File: config.mk
export PLATFORM = sky130hd
export DESIGN_NAME = gecko_reg_scoreboard
export DESIGN_NICKNAME = d
export VERILOG_FILES = /design/src/rtl/gecko_reg_scoreboard_pkg.sv /design/src/rtl/gecko_reg_status_counter.sv /design/src/rtl/gecko_reg_scoreboard.sv
export SDC_FILE = /design/constraint.sdc
export NUM_CORES = 2
export LEC_CHECK = 0
export CAP_MARGIN = 15
export CELL_PAD_IN_SITES_DETAIL_PLACEMENT = 0
export CELL_PAD_IN_SITES_GLOBAL_PLACEMENT = 1
export CORE_ASPECT_RATIO = 2
export CORE_MARGIN = 5
export CORE_UTILIZATION = 44
export CTS_CLUSTER_DIAMETER = 40
export DETAILED_ROUTE_END_ITERATION = 8
export PLACE_DENSITY = 0.78
export SLEW_MARGIN = 40
export SYNTH_ARGS = -nofsm -noshare
export SYNTH_HDL_FRONTEND = slang
export SYNTH_HIERARCHICAL = 1
export SYNTH_SLANG_ARGS = --single-unit
File: constraint.sdc
create_clock -name clk -period 9.1 [get_ports clk]
set_input_delay 1.365 -clock clk [delete_from_list [all_inputs] [get_ports clk]]
set_output_delay 1.365 -clock clk [all_outputs]
set_load 0.02 [all_outputs]
File: src/rtl/gecko_reg_scoreboard_pkg.sv
// Shared register-status types for the gecko decode/writeback scoreboard.
package gecko_reg_scoreboard_pkg;

  localparam int unsigned STATUS_W = 2;

  typedef logic [STATUS_W-1:0] gecko_reg_status_t;

  localparam gecko_reg_status_t GECKO_REG_STATUS_VALID = '0;
  localparam gecko_reg_status_t GECKO_REG_STATUS_FULL  = '1;

  typedef gecko_reg_status_t gecko_reg_file_status_t [32];

endpackage

File: src/rtl/gecko_reg_status_counter.sv
// Outstanding-write counter for one architectural register.
module gecko_reg_status_counter
  import gecko_reg_scoreboard_pkg::*;
(
  input  logic              clk,
  input  logic              rst,
  input  logic              inc,
  input  logic              dec,
  output gecko_reg_status_t count,
  output logic              underflow
);

  gecko_reg_status_t count_q;
  gecko_reg_status_t count_d;

  always_comb begin
    count_d   = count_q;
    underflow = 1'b0;
    case ({inc, dec})
      2'b10: begin
        if (count_q != GECKO_REG_STATUS_FULL) count_d = count_q + 1'b1;
      end
      2'b01: begin
        // A retire with nothing outstanding holds at zero and is flagged.
        if (count_q == GECKO_REG_STATUS_VALID) underflow = 1'b1;
        else count_d = count_q - 1'b1;
      end
      default: count_d = count_q;
    endcase
  end

  always_ff @(posedge clk) begin
    if (!rst) count_q <= GECKO_REG_STATUS_VALID;
    else      count_q <= count_d;
  end

  assign count = count_q;

endmodule

File: src/rtl/gecko_reg_scoreboard.sv
// Register file plus per-register write scoreboard at writeback.
// Optional macro GECKO_REG_FILE_BYPASS_EN: same-cycle writeback bypass on reads/status.
module gecko_reg_scoreboard
  import gecko_reg_scoreboard_pkg::*;
#(
  parameter logic [31:0] REG_RESET_VALUE = 32'h0000_0000,
  parameter bit          ERROR_STICKY    = 1'b1
) (
  input  logic                    clk,
  input  logic                    rst,
  input  logic                    issue_valid,
  output logic                    issue_ready,
  input  logic [4:0]              issue_reg_addr,
  input  logic                    wb_valid,
  input  logic [4:0]              wb_reg_addr,
  input  logic [31:0]             wb_value,
  input  logic [4:0]              rs1_addr,
  input  logic [4:0]              rs2_addr,
  output logic [31:0]             rs1_value,
  output logic [31:0]             rs2_value,
  output logic [32*STATUS_W-1:0]  reg_status,
  output logic                    underflow_error
);

  gecko_reg_file_status_t counts;
  logic [31:0]            uf_vec;
  logic [31:0]            regs [1:31];
  logic                   issue_fire;
  logic                   wb_same;

  assign wb_same     = wb_valid && (wb_reg_addr == issue_reg_addr);
  assign issue_ready = (issue_reg_addr == 5'd0) ||
                       (counts[issue_reg_addr] != GECKO_REG_STATUS_FULL) || wb_same;
  assign issue_fire  = issue_valid && issue_ready;

  assign counts[0] = GECKO_REG_STATUS_VALID;
  assign uf_vec[0] = 1'b0;

  for (genvar i = 1; i < 32; i++) begin : g_cnt
    gecko_reg_status_counter u_cnt (
      .clk       (clk),
      .rst       (rst),
      .inc       (issue_fire && (issue_reg_addr == 5'(i))),
      .dec       (wb_valid && (wb_reg_addr == 5'(i))),
      .count     (counts[i]),
      .underflow (uf_vec[i])
    );
  end

  always_ff @(posedge clk) begin
    if (!rst) begin
      underflow_error <= 1'b0;
    end else if (ERROR_STICKY) begin
      underflow_error <= underflow_error || (uf_vec != '0);
    end else begin
      underflow_error <= (uf_vec != '0);
    end
  end

  always_ff @(posedge clk) begin
    if (!rst) begin
      for (int unsigned i = 1; i < 32; i++) regs[i] <= REG_RESET_VALUE;
    end else if (wb_valid && (wb_reg_addr != 5'd0)) begin
      regs[wb_reg_addr] <= wb_value;
    end
  end

  function automatic logic [31:0] read_port(input logic [4:0] addr);
    logic [31:0] v;
    v = '0;
    if (addr != 5'd0) begin
      v = regs[addr];
`ifdef GECKO_REG_FILE_BYPASS_EN
      if (wb_valid && (wb_reg_addr == addr)) v = wb_value;
`endif
    end
    return v;
  endfunction

  assign rs1_value = read_port(rs1_addr);
  assign rs2_value = read_port(rs2_addr);

  always_comb begin
    reg_status = '0;
    for (int unsigned i = 0; i < 32; i++) begin
`ifdef GECKO_REG_FILE_BYPASS_EN
      // Show the retire early; the counter itself never goes below zero.
      if (wb_valid && (wb_reg_addr == 5'(i)) && (counts[i] != GECKO_REG_STATUS_VALID))
        reg_status[i*STATUS_W +: STATUS_W] = counts[i] - 1'b1;
      else
        reg_status[i*STATUS_W +: STATUS_W] = counts[i];
`else
      reg_status[i*STATUS_W +: STATUS_W] = counts[i];
`endif
    end
  end

endmodule

==> metrics.txt <==
R2R Path Start g_cnt[4].u_cnt/count[1]$_SDFFE_PN0P_; register area approximately 32000 um^2; critical setup path kind input port to output pin; min Tclk post-route ~5900 ps; routed vias around 37000; post-CTS setup repair buffer count 0; startpoint class of the critical path input port; worst skew pair latency 750 ps; first-pass GRT wire length about 280000 um; CTS buffer count 110; post-route setup TNS 0 ps; DRT iter0 DRCs around 5000; Residual DRC 0; CP max stage cell clkdlybuf4s50_1; vias in the first global route roughly 38000; largest net degree at the start of global routing slightly below 90; Final GP Congestion approximately 0.83; I/O pin cnt between 150 and 200; crit-path max FO 48; Max-Slew Margin vs Limit 0.368; post_cts resized 0; multi-input logic area 25600 um^2; CP arrival 4550 ps; GR met3 Demand/Resource 0.0569; total gr overflow 0; synthesized cell area 58800 um^2; Yosys warnings 6; static leakage about 22 nW; fin. max-slew vios 0; status finished clean; R2R setup slack 5450 ps; R2R Path End underflow_error$_SDFF_PN0_; fmax ~170 MHz; final core utilization 0.502; port bufs about 180; Die Area between 100000 and 150000 um^2; Cell Pwr Density between 150 and 200 nW/um^2; share of layout cells above drive strength 1 0.276; H-tree levels 3; Worst VDD drop 0.157 mV; Tcrit/Tclk final 0.650; # nets final 3981; Hold Path Sink g_cnt[26].u_cnt/count[0]$_SDFFE_PN0P_; hold path cells 1; r2r worst-path depth 10; starting density of the core 0.443; #FFs+latches synth 1087; Post-synth EDFFs roughly 1000; share of flip-flops with an asynchronous set or reset 0; Most common cell on crit path mux4_2; max-capacitance violation count 0; Syn Inst Count about 3900; synth unique cells 45; Fill cells around 11000; Worst-Margin Slew approximately 950 ps; mean area per synthesized cell 15.2 um^2; Worst path max stage delay 630 ps; vias per std cell ~6.5; TritonCTS clock tree yes; Fin. Hold Viols 0; Routed Antenna Nets 0; grt met1 use 0.336; clock buffer depth 3; HP Start g_cnt[26].u_cnt/count[0]$_SDFFE_PN0P_; initial antenna violation count 27; routed length per placed instance 34.5 um; crit path capture type output pin; RSZ-0062 raised after global routing no; Root Buffer clkbuf_16; crit-path cells buf_8, buf_16, buf_12, mux4_2, mux4_2, nand2_1, o21ai_0, clkdlybuf4s50_1; DIE WIDTH between 200 and 300 um; num rows about 190; gr busiest metal met2; gr usage total 0.278; post-DP HPWL between 100000 and 150000 um; Post-synth top flop edfxtp_1; final WL 199000 um; die height between 500 and 600 um; CTS clk-pin slew, worst paths 60 ps; P&R area growth vs syn 13.2%; met2 Resource Use GR 0.469; CORE AREA approximately 130000 um^2; cts hold-fix bufs 0; first-pass detailed-route iteration total 6; Critical Path RT a little under 8000 ps; Min-Delay Path Class flip-flop to flip-flop; Overall Power 12.1 mW; Setup Viol. Count Final 0; clock sinks between 1000 and 1500; register area share after synthesis 0.545; Worst Clk Skew 35.1 ps
## synth_stat cells (all sizes together) (40+ instances only)
cell type,count,area (um^2)
clkbuf,289,1080
buf,93,494
and2,962,6020
dfxtp,63,1260
nor3,46,230
nor2,72,270
o21ai,157,786
nand2,116,435
inv,67,251
edfxtp,1024,30700
nor2b,40,250
nand2b,65,407
mux4,651,14700
## logic make-up (layout without fill, tap and decap cells)
group,Yosys count,after routing,share of synthesized area
other,1,51,0.0000638
DFF,1087,1087,0.545
muxes,661,661,0.251
buffers and inverters,449,565,0.0311
and+or+nand+nor,1409,1409,0.142
xor gates and xnor gates,5,5,0.000745
AOI/OAI and AO/OA,261,261,0.0301
## area by class of cell
type,count,area share
clock buffers,125,0.0425
flip-flops and latches,1087,0.481
inverters,67,0.00378
diodes,17,0.000639
multi-input cells,2370,0.385
repair buffers,289,0.0407
clock inverters,84,0.0141
well taps,1719,0.0323
## report_power, final
| group | leakage [nW] | switching (mW) | internal, mW |
|---|---|---|---|
| Clock | 1.82 | 2.18 | 2.56 |
| Combinational | 10.4 | 0.846 | 0.688 |
| Sequential | 10.3 | 0.138 | 5.73 |
| Total | 22.5 | 3.16 | 8.98 |
## per-layer routing
layer  share of wire  wire [um]
met1            0.33      65700
met2            0.51     101000
met3            0.10      20100
met4           0.062      12300
met5         0.00043         85
## worst max-delay path by stage
| stage | from | end | slack [ps] | cells after the start |
|---|---|---|---|---|
| after floorplan | wb_reg_addr[2] | regs[3][0]$_SDFFCE_PN0P_ | 4160 | 6 |
| after global placement | rs1_addr[0] | rs1_value[8] | 2990 | 7 |
| after detailed placement | rs2_addr[0] | rs2_value[8] | 3100 | 7 |
| after CTS | rs2_addr[0] | rs2_value[8] | 3110 | 7 |
| after global routing | rs1_addr[0] | rs1_value[29] | 3080 | 8 |
| final | rs1_addr[0] | rs1_value[29] | 3190 | 8 |
## registers in the layout, summed over array words and instances, names as in the netlist
name,cells
regs,1024
g_cnt.u_cnt/count,62
underflow_error,1
## placed cells by master (no fill, tap or decap), types with 32 or more instances in the layout
master,count
and2_1,962
and3_1,32
and3b_1,32
buf_2,34
buf_4,81
clkbuf_16,110
clkdlybuf4s50_1,140
conb_1,34
dfxtp_1,63
edfxtp_1,1024
inv_1,67
mux4_2,651
nand2_1,115
nand2b_1,65
nor2_1,41
nor2b_1,40
nor3_1,46
o21ai_0,64
o21ai_1,62
## stage by stage
step / instances / hold slack (ps) / setup WS (ps) / area (um^2)
2_1_floorplan: 3906 / 568 / 4160 / 58900
3_3_place_gp: 5526 / 507 / 2990 / 62700
3_5_place_dp: 5531 / 512 / 3100 / 62800
4_1_cts: 5740 / 529 / 3110 / 66500
5_1_grt: 5745 / 556 / 3080 / 66500
6_report: 5758 / 524 / 3190 / 66600
## worst max-delay path, delay by kind of cell
| kind | cells | cell delay (ps) |
|---|---|---|
| muxes | 2 | 1100 |
| buffers and inverters | 4 | 1730 |
| AOI/OAI and AO/OA | 1 | 170 |
| and+or+nand+nor | 1 | 80 |
Power figures use the tool's default switching activity.
